`config.mk`:
```
export PLATFORM = sky130hd
export DESIGN_NAME = booth_seq_multiplier
export DESIGN_NICKNAME = d
export VERILOG_FILES = /design/src/rtl/booth_seq_multiplier.sv
export SDC_FILE = /design/constraint.sdc
export NUM_CORES = 1
export LEC_CHECK = 0
export CORE_ASPECT_RATIO = 1.1
export CORE_MARGIN = 2
export CORE_UTILIZATION = 39
export CTS_CLUSTER_SIZE = 16
export DETAILED_ROUTE_END_ITERATION = 10
export PLACE_DENSITY_LB_ADDON = 0.1
export SKIP_LAST_GASP = 1
export SYNTH_ARGS = -nofsm -noshare
export SYNTH_HDL_FRONTEND = slang
export SYNTH_SLANG_ARGS = --single-unit
```
`constraint.sdc`:
```
create_clock -name clk_i -period 2.7 [get_ports clk_i]
set_clock_uncertainty 0.1 [all_clocks]
set_input_delay 0.675 -clock clk_i [delete_from_list [all_inputs] [get_ports clk_i]]
set_output_delay 0.675 -clock clk_i [all_outputs]
set_load 0.05 [all_outputs]
```
`src/rtl/booth_seq_multiplier.sv`:
```
// Sequential radix-2 Booth multiplier with start/busy/done handshake.
// It also produces a saturated signed display value for the downstream 5-bit decoder.
module booth_seq_multiplier #(
   parameter int N      = 4,
   parameter int DISP_W = 5
) (
   input  logic                clk_i,
   input  logic                rst_i,
   input  logic                start_i,
   input  logic [N-1:0]        multiplicand_i,
   input  logic [N-1:0]        multiplier_i,
   output logic                busy_o,
   output logic                done_o,
   output logic [2*N-1:0]      product_o,
   output logic [DISP_W-1:0]   disp_value_o,
   output logic                disp_ovf_o
);

   typedef enum logic [1:0] {IDLE, CALC, DONE} state_e;

   localparam int CNT_W = $clog2(N + 1);
   localparam int CW    = (2 * N > DISP_W) ? 2 * N : DISP_W;
   localparam logic signed [CW-1:0] SAT_MAX = CW'((2 ** (DISP_W - 1)) - 1);
   localparam logic signed [CW-1:0] SAT_MIN = ~SAT_MAX;

   state_e               state_q, state_d;
   logic [N:0]           m_q, a_q;
   logic [N-1:0]         q_q;
   logic                 qm1_q;
   logic [CNT_W-1:0]     cnt_q;
   logic                 done_q, disp_ovf_q;
   logic [2*N-1:0]       product_q;
   logic [DISP_W-1:0]    disp_value_q;

   logic                 load_en, iter_en, finish_en;
   logic [N:0]           a_sum;
   logic [2*N-1:0]       prod_full;
   logic signed [CW-1:0] prod_ext;
   logic [DISP_W-1:0]    disp_d;
   logic                 ovf_d;

   // NOTE: sequential state uses non-blocking assignments so every register samples pre-edge values.
   always_ff @(posedge clk_i) begin
      if (rst_i) state_q <= IDLE;
      else       state_q <= state_d;
   end

   // NOTE: every always_comb output gets a default first, so no path can infer a latch.
   always_comb begin
      state_d = state_q;
      case (state_q)
         IDLE:    if (start_i) state_d = CALC;
         CALC:    if (cnt_q == CNT_W'(1)) state_d = DONE;
         DONE:    state_d = IDLE;
         default: state_d = IDLE;
      endcase
   end

   always_comb begin
      busy_o    = 1'b0;
      load_en   = 1'b0;
      iter_en   = 1'b0;
      finish_en = 1'b0;
      case (state_q)
         IDLE:    load_en   = start_i;
         CALC:    begin busy_o = 1'b1; iter_en = 1'b1; end
         DONE:    finish_en = 1'b1;
         default: ;
      endcase
   end

   // Booth recoding of {Q[0], q_-1}; the N+1-bit accumulator absorbs -(-2^(N-1)).
   always_comb begin
      a_sum = a_q;
      case ({q_q[0], qm1_q})
         2'b10:   a_sum = a_q - m_q;
         2'b01:   a_sum = a_q + m_q;
         default: a_sum = a_q;
      endcase
   end

   assign prod_full = {a_q[N-1:0], q_q};
   assign prod_ext  = CW'($signed(prod_full));

   always_comb begin
      disp_d = prod_ext[DISP_W-1:0];
      ovf_d  = 1'b0;
      if (prod_ext > SAT_MAX) begin
         disp_d = SAT_MAX[DISP_W-1:0];
         ovf_d  = 1'b1;
      end else if (prod_ext < SAT_MIN) begin
         disp_d = SAT_MIN[DISP_W-1:0];
         ovf_d  = 1'b1;
      end
   end

   always_ff @(posedge clk_i) begin
      if (rst_i) begin
         m_q          <= '0;
         a_q          <= '0;
         q_q          <= '0;
         qm1_q        <= 1'b0;
         cnt_q        <= '0;
         done_q       <= 1'b0;
         product_q    <= '0;
         disp_value_q <= '0;
         disp_ovf_q   <= 1'b0;
      end else begin
         done_q <= finish_en;
         if (load_en) begin
            m_q   <= {multiplicand_i[N-1], multiplicand_i};
            a_q   <= '0;
            q_q   <= multiplier_i;
            qm1_q <= 1'b0;
            cnt_q <= CNT_W'(N);
         end
         if (iter_en) begin
            a_q   <= {a_sum[N], a_sum[N:1]};
            q_q   <= {a_sum[0], q_q[N-1:1]};
            qm1_q <= q_q[0];
            cnt_q <= cnt_q - CNT_W'(1);
         end
         if (finish_en) begin
            product_q    <= prod_full;
            disp_value_q <= disp_d;
            disp_ovf_q   <= ovf_d;
         end
      end
   end

   assign done_o       = done_q;
   assign product_o    = product_q;
   assign disp_value_o = disp_value_q;
   assign disp_ovf_o   = disp_ovf_q;

endmodule
```
==> metrics.yaml, run 1 <==
setup_path:
  regToRegEndpoint: "a_q[3]$_SDFFE_PP0P_"
  path_class: "register to register"
  rr_worst_depth: 10
  timing.reg2reg.setup_slack_ps: 480
  cp.required_ps: 2760
  arrival_ps: 2280
  r2r_start: "q_q[0]$_SDFFE_PP0P_"
  cp-start-kind: "register"
  path_max_fanout: 5
  setup.worst_path.end_class: "register"
drt:
  initialDrtViolationCount: 30
  totalWireLength_microns: 3360
  drtAntennaViolNets: 0
  post_drt_via_cell_ratio: 4.92
  vias: 1347
  post_drt_wl_per_cell_microns: 12.3
  drc_errors: 0
  dr.pass1.iters: 4
min_path:
  worst_hold_path.num_cells: 2
  whs_endpoint: "disp_value_o[1]$_SDFFE_PP0P_"
  hp-class: "register to register"
  worst_hold_startpoint: "disp_value_o[1]$_SDFFE_PP0P_"
timing:
  tightest_slew_ps: 561
  layout_min_cycle_time_ps: 2220
  fin_crit_sh_pct: 82.2
  rsz0062_at_grt: "no"
  relSlewSlack_pct: 62.6
  setup_viol_count_final: 0
  final_critical_path_setup_slack_ps: 480
  clock.fmax_ghz: 0.451
  final_max_slew_viol_count: 0
  hold_violations: 0
  tns_ps: 0
clocking:
  cts.sink_count: 33
  clockBufferDepth: 2
  clkLatencyLatePin_ps: 280
  cts_tree: "built"
  post-cts-setup-buffer-count: 0
  cts_buffers: 5
  cts_resized: 0
  clkTransAtPathRegs_ps: 70
  htreeDepth: 2
  hold_buffers: 0
  ctsRootBufferMaster: "clkbuf_8"
power:
  vdd_drop_max_mv: 0.292
  leakage_nw: 0.737
  power_density_nw_per_um2: 538
global_routing:
  grt_pass1_vias: 1351
  grt_pass1_wl_microns: 6040
  overflow: 0
  grt_use_total_pct: 16.6
  grt_max_degree: 19
  antenna_found_initial: 0
status:
  status: "completed"
placed_design:
  globalplace.congestion: 0.764
  place.port_buffers: 26
  dp_hpwl_microns: 2520
  pre_cts_ws_ps: 508
synth:
  syn_avg_cell_area_sq_um: 8.13
  synth.distinct_cells: 33
  ys_top_cells_by_count: "nand2_1 (45), dfxtp_1 (33), a21oi_1 (27)"
  async_flop_share_pct: 0
  yosys_warnings: 0
  syn_area_sq_um: 1590
  synth_most_common_cell: "nand2_1"
  yosysSeqAreaShare_pct: 41.5
  synth_top_area_share_pct: 41.5
  ys_seq_elements: 33
  ys_top_cells_by_area: "dfxtp_1 (41%), nand2_1 (11%), a21oi_1 (8.5%), ha_1 (6.3%), nor2_1 (3.3%)"
  yosysTopAreaCell: "dfxtp_1"
  synth_enable_flop_cells: 0
  synth_nets: 216
  synth-main-ff-cell: "dfxtp_1"
  syn_inst: 196
die:
  die_w_microns: 64.9
  fp.dieH_microns: 71.0
  dieArea_sq_um: 4610
  coreArea_sq_um: 3930
  initial_core_util_pct: 40.5
  num_rows: 24
  io_pins: 27
flow_run:
  drv_cap: 0
final_layout:
  diodes: 0
  syn_to_final_growth_pct: 23.2
  nets: 241
  layout-drive-gt1-share_pct: 9.46
cell families after synthesis:
family | Yosys count | share of synthesized area [%]
and+or+nand+nor | 79 | 21.8
buffers and inverters | 22 | 6.68
xor gates and xnor gates | 6 | 3.30
AOI/OAI and AO/OA | 46 | 18.5
muxes | 1 | 0.707
adders and majority gates | 9 | 7.54
DFF | 33 | 41.5
critical path, cell delays in order (launching register included):
cell	delay, ps
dfxtp_1	400
inv_1	60
ha_1	260
mux2_2	260
inv_1	60
fa_1	430
inv_1	80
a21o_1	110
a21oi_1	70
xnor2_1	190
o32ai_2	100
layout by cell type, fill, tap and decap left out, types with 2 or more instances in the layout:
cell / Yosys / layout
a211oi_1: 2 / 2
a21o_1: 2 / 2
a21oi_1: 27 / 27
a311oi_1: 3 / 3
a311oi_2: 2 / 2
and2_1: 2 / 2
buf_4: 3 / 4
clkbuf_8: 0 / 5
clkdlybuf4s50_1: 0 / 25
clkinv_2: 0 / 2
dfxtp_1: 33 / 33
ha_1: 8 / 8
inv_1: 10 / 10
nand2_1: 45 / 45
nand2b_1: 4 / 4
nand3_1: 4 / 4
nor2_1: 14 / 14
nor2b_1: 2 / 2
nor3_1: 5 / 5
o21ai_0: 6 / 6
xnor2_1: 2 / 2
xor2_1: 4 / 4
worst max path at each step:
stage	end	cells after the start	slack, ps	start
after global placement	q_q[0]$_SDFFE_PP0P_	4	570	start_i
after global routing	a_q[3]$_SDFFE_PP0P_	10	330	q_q[0]$_SDFFE_PP0P_
final	a_q[3]$_SDFFE_PP0P_	10	480	q_q[0]$_SDFFE_PP0P_
after CTS	a_q[3]$_SDFFE_PP0P_	10	480	q_q[0]$_SDFFE_PP0P_
after detailed placement	a_q[3]$_SDFFE_PP0P_	10	510	q_q[0]$_SDFFE_PP0P_
after floorplan	a_q[3]$_SDFFE_PP0P_	10	690	q_q[0]$_SDFFE_PP0P_
where the power goes:
group / total, W / switching (W) / leakage, nW / internal (W)
clock network: 0.000359 / 0.000181 / 0.0439 / 0.000178
registers: 0.000527 / 0.0000201 / 0.268 / 0.000507
logic: 0.000171 / 0.0000987 / 0.425 / 0.0000718
per-stage QoR:
step                total power [W]  std cells  util [%]  hold slack [ps]  cell area, sq um
floorplan                  0.000665        196         -              346              1590
global placement           0.000706        266      47.7              340              1880
detailed placement         0.000711        266      47.7              346              1880
CTS                         0.00107        274      49.9              356              1960
global route                0.00112        274      49.9              376              1960
finish                      0.00106        274      49.9              354              1960
area by class of cell:
type / instances / area [sq um]
sequential: 33 / 661
clock inverter: 3 / 17.5
fill: 394 / 1970
clock buffer: 5 / 68.8
inverter: 11 / 43.8
tap: 52 / 65.1
multi-input combinational: 141 / 826
timing repair buffer: 29 / 280
routing by layer:
metal | wire, microns | share of wire (%) | track usage, % | vias to the layer above
met2 | 1720 | 51 | 29.9 | 22
met3 | 91 | 2.7 | 3.34 | 2
met1 | 1520 | 45 | 19.4 | 619
met4 | 21 | 0.63 | 5.67 | 0
met5 | 0 | 0 | 0 | -
li1 | - | - | - | 704
sequential cells by signal, indices dropped and copies added (netlist names):
register and cells:
product_o 8, disp_value_o 5, a_q 4, m_q 4, q_q 4, cnt_q 3, state_q 2, disp_ovf_o 1
done_o 1, qm1_q 1
Power figures use the tool's default switching activity.
==> run 2, diff against run 1 <==
==> constraint.sdc (replaced) <==
create_clock -name clk_i -period 2.3 [get_ports clk_i]
set_clock_uncertainty 0.1 [all_clocks]
set_input_delay 0.575 -clock clk_i [delete_from_list [all_inputs] [get_ports clk_i]]
set_output_delay 0.575 -clock clk_i [all_outputs]
set_load 0.05 [all_outputs]
==> metrics.yaml, run 2 (synthesis gave the netlist of run 1 again) <==
global_routing:
  grt_use_total_pct: 16.6
  overflow: 0
  antenna_found_initial: 0
  grt_pass1_vias: 1302
  grt_max_degree: 21
  grt_pass1_wl_microns: 5910
clocking:
  htreeDepth: 2
  clkLatencyLatePin_ps: 290
  cts_tree: "built"
  clkTransAtPathRegs_ps: 70
  cts.sink_count: 33
  ctsRootBufferMaster: "clkbuf_8"
  clockBufferDepth: 2
  cts_buffers: 5
drt:
  totalWireLength_microns: 3460
  drtAntennaViolNets: 0
  drc_errors: 0
  post_drt_via_cell_ratio: 5.00
  vias: 1376
  dr.pass1.iters: 4
  initialDrtViolationCount: 29
  post_drt_wl_per_cell_microns: 12.6
power:
  p_int_w: 0.000957
  combPwrFrac_pct: 16.1
  leakage_nw: 0.755
  power.total_w: 0.00131
  power_density_nw_per_um2: 655
  clockPowerShare_pct: 36.7
  power_frac_seq_pct: 47.3
  p_sw_share_pct: 26.9
  vdd_drop_max_mv: 0.276
  p_switching_w: 0.000353
die:
  fp.dieH_microns: 71.0
  coreArea_sq_um: 3930
  die_w_microns: 64.9
  dieArea_sq_um: 4610
  num_rows: 24
  io_pins: 27
  initial_core_util_pct: 40.5
placed_design:
  dp_hpwl_microns: 2520
  globalplace.congestion: 0.784
  numPlacedInstances: 267
  place.port_buffers: 26
  pre_cts_ws_ps: 112
setup_path:
  cp-start-kind: "register"
  regToRegEndpoint: "a_q[2]$_SDFFE_PP0P_"
  crit_path_end: "a_q[2]$_SDFFE_PP0P_"
  timing.reg2reg.setup_slack_ps: 140
  path_depth: 8
  crit_family: "adder cells"
  critPathMaxStageDelay_ps: 370
  r2r_start: "q_q[0]$_SDFFE_PP0P_"
  cp.required_ps: 2380
  cp_num_buf_inv: 1
  setup.worst_path.end_class: "register"
  path_class: "register to register"
  arrival_ps: 2240
  crit_path_top_delay_cell: "mux2_2"
  rr_worst_depth: 8
  path_max_fanout: 5
  cp_cell_sequence: "inv_1, ha_2, mux2_2, ha_1, a21o_1, a21oi_1, xor2_1, o22ai_2"
  crit_path_start: "q_q[0]$_SDFFE_PP0P_"
min_path:
  hp-class: "register to register"
timing:
  fin_crit_sh_pct: 93.8
  layout_min_cycle_time_ps: 2160
  final_max_slew_viol_count: 0
  final_critical_path_setup_slack_ps: 142
  setup_viol_count_final: 0
  hold_violations: 0
  tns_ps: 0
  relSlewSlack_pct: 61.9
  clock.fmax_ghz: 0.463
  tightest_slew_ps: 571
final_layout:
  diodes: 0
  utilization_pct: 50.9
  largest_reg_flops: 8
  mostFrequentLayoutCell: "nand2_1"
  layout_common_cells: "nand2_1 (45), dfxtp_1 (31), a21oi_1 (27)"
  nets: 242
  syn_to_final_growth_pct: 25.7
  layout.cells.non_filler: 275
  layout-drive-gt1-share_pct: 11.2
flow_run:
  drv_cap: 0
status:
  status: "completed"
-- run 2: cell type report --
cell class	count	area, sq um
multi-input combinational	141	828
tap	52	65.1
timing repair buffer	30	300
clock buffer	7	96.3
inverter	11	43.8
fill	409	1930
clock inverter	1	5.00
sequential	33	663
-- run 2: repair_timing --
action | in CTS | in global routing
setup endpoints to repair | 0 | 1
buffers inserted | 0 | 0
gates resized for setup | 0 | 3
hold buffers | 0 | 0
endpoints found under the hold margin | 0 | 0
-- run 2: power by group through the flow --
| stage | logic [W] | registers, W | clock network (W) |
|---|---|---|---|
| after floorplan | 0.000153 | 0.000628 | 0 |
| after global placement | 0.000204 | 0.000630 | 0 |
| after detailed placement | 0.000210 | 0.000632 | 0 |
| after CTS | 0.000211 | 0.000619 | 0.000491 |
| after global routing | 0.000234 | 0.000622 | 0.000525 |
| final | 0.000211 | 0.000620 | 0.000480 |
-- run 2: metrics by stage --
stage / hold WS [ps] / cell area, sq um
after floorplan: 346 / 1590
after global placement: 339 / 1900
after detailed placement: 347 / 1900
after CTS: 355 / 2000
after global routing: 378 / 2000
final: 350 / 2000
-- run 2: metal layers --
layer | share of wire [%] | up-vias | track usage, %
met4 | 1.6 | 0 | 5.67
met2 | 53 | 21 | 30.6
li1 | - | 703 | -
met3 | 3.5 | 5 | 4.93
met5 | 0 | - | 0
met1 | 42 | 647 | 17.9
-- run 2: worst min path at each step --
stage                                       from                           end  slack (ps)  cells past startpoint
finish              disp_value_o[3]$_SDFFE_PP0P_  disp_value_o[3]$_SDFFE_PP0P_         350                      2
global route           product_o[1]$_SDFFE_PP0P_     product_o[1]$_SDFFE_PP0P_         380                      2
CTS                 disp_value_o[3]$_SDFFE_PP0P_  disp_value_o[3]$_SDFFE_PP0P_         350                      2
detailed placement  disp_value_o[3]$_SDFFE_PP0P_  disp_value_o[3]$_SDFFE_PP0P_         350                      2
global placement    disp_value_o[1]$_SDFFE_PP0P_  disp_value_o[1]$_SDFFE_PP0P_         340                      2
floorplan                  cnt_q[2]$_SDFFE_PP0P_         cnt_q[2]$_SDFFE_PP0P_         350                      1
-- run 2: worst register-to-register path, cell delays in order, from the launching register on --
cell and delay (ps):
dfxtp_2 340, inv_1 80, ha_2 230, mux2_2 370, ha_1 270, a21o_1 170
a21oi_1 160, xor2_1 210, o22ai_2 110
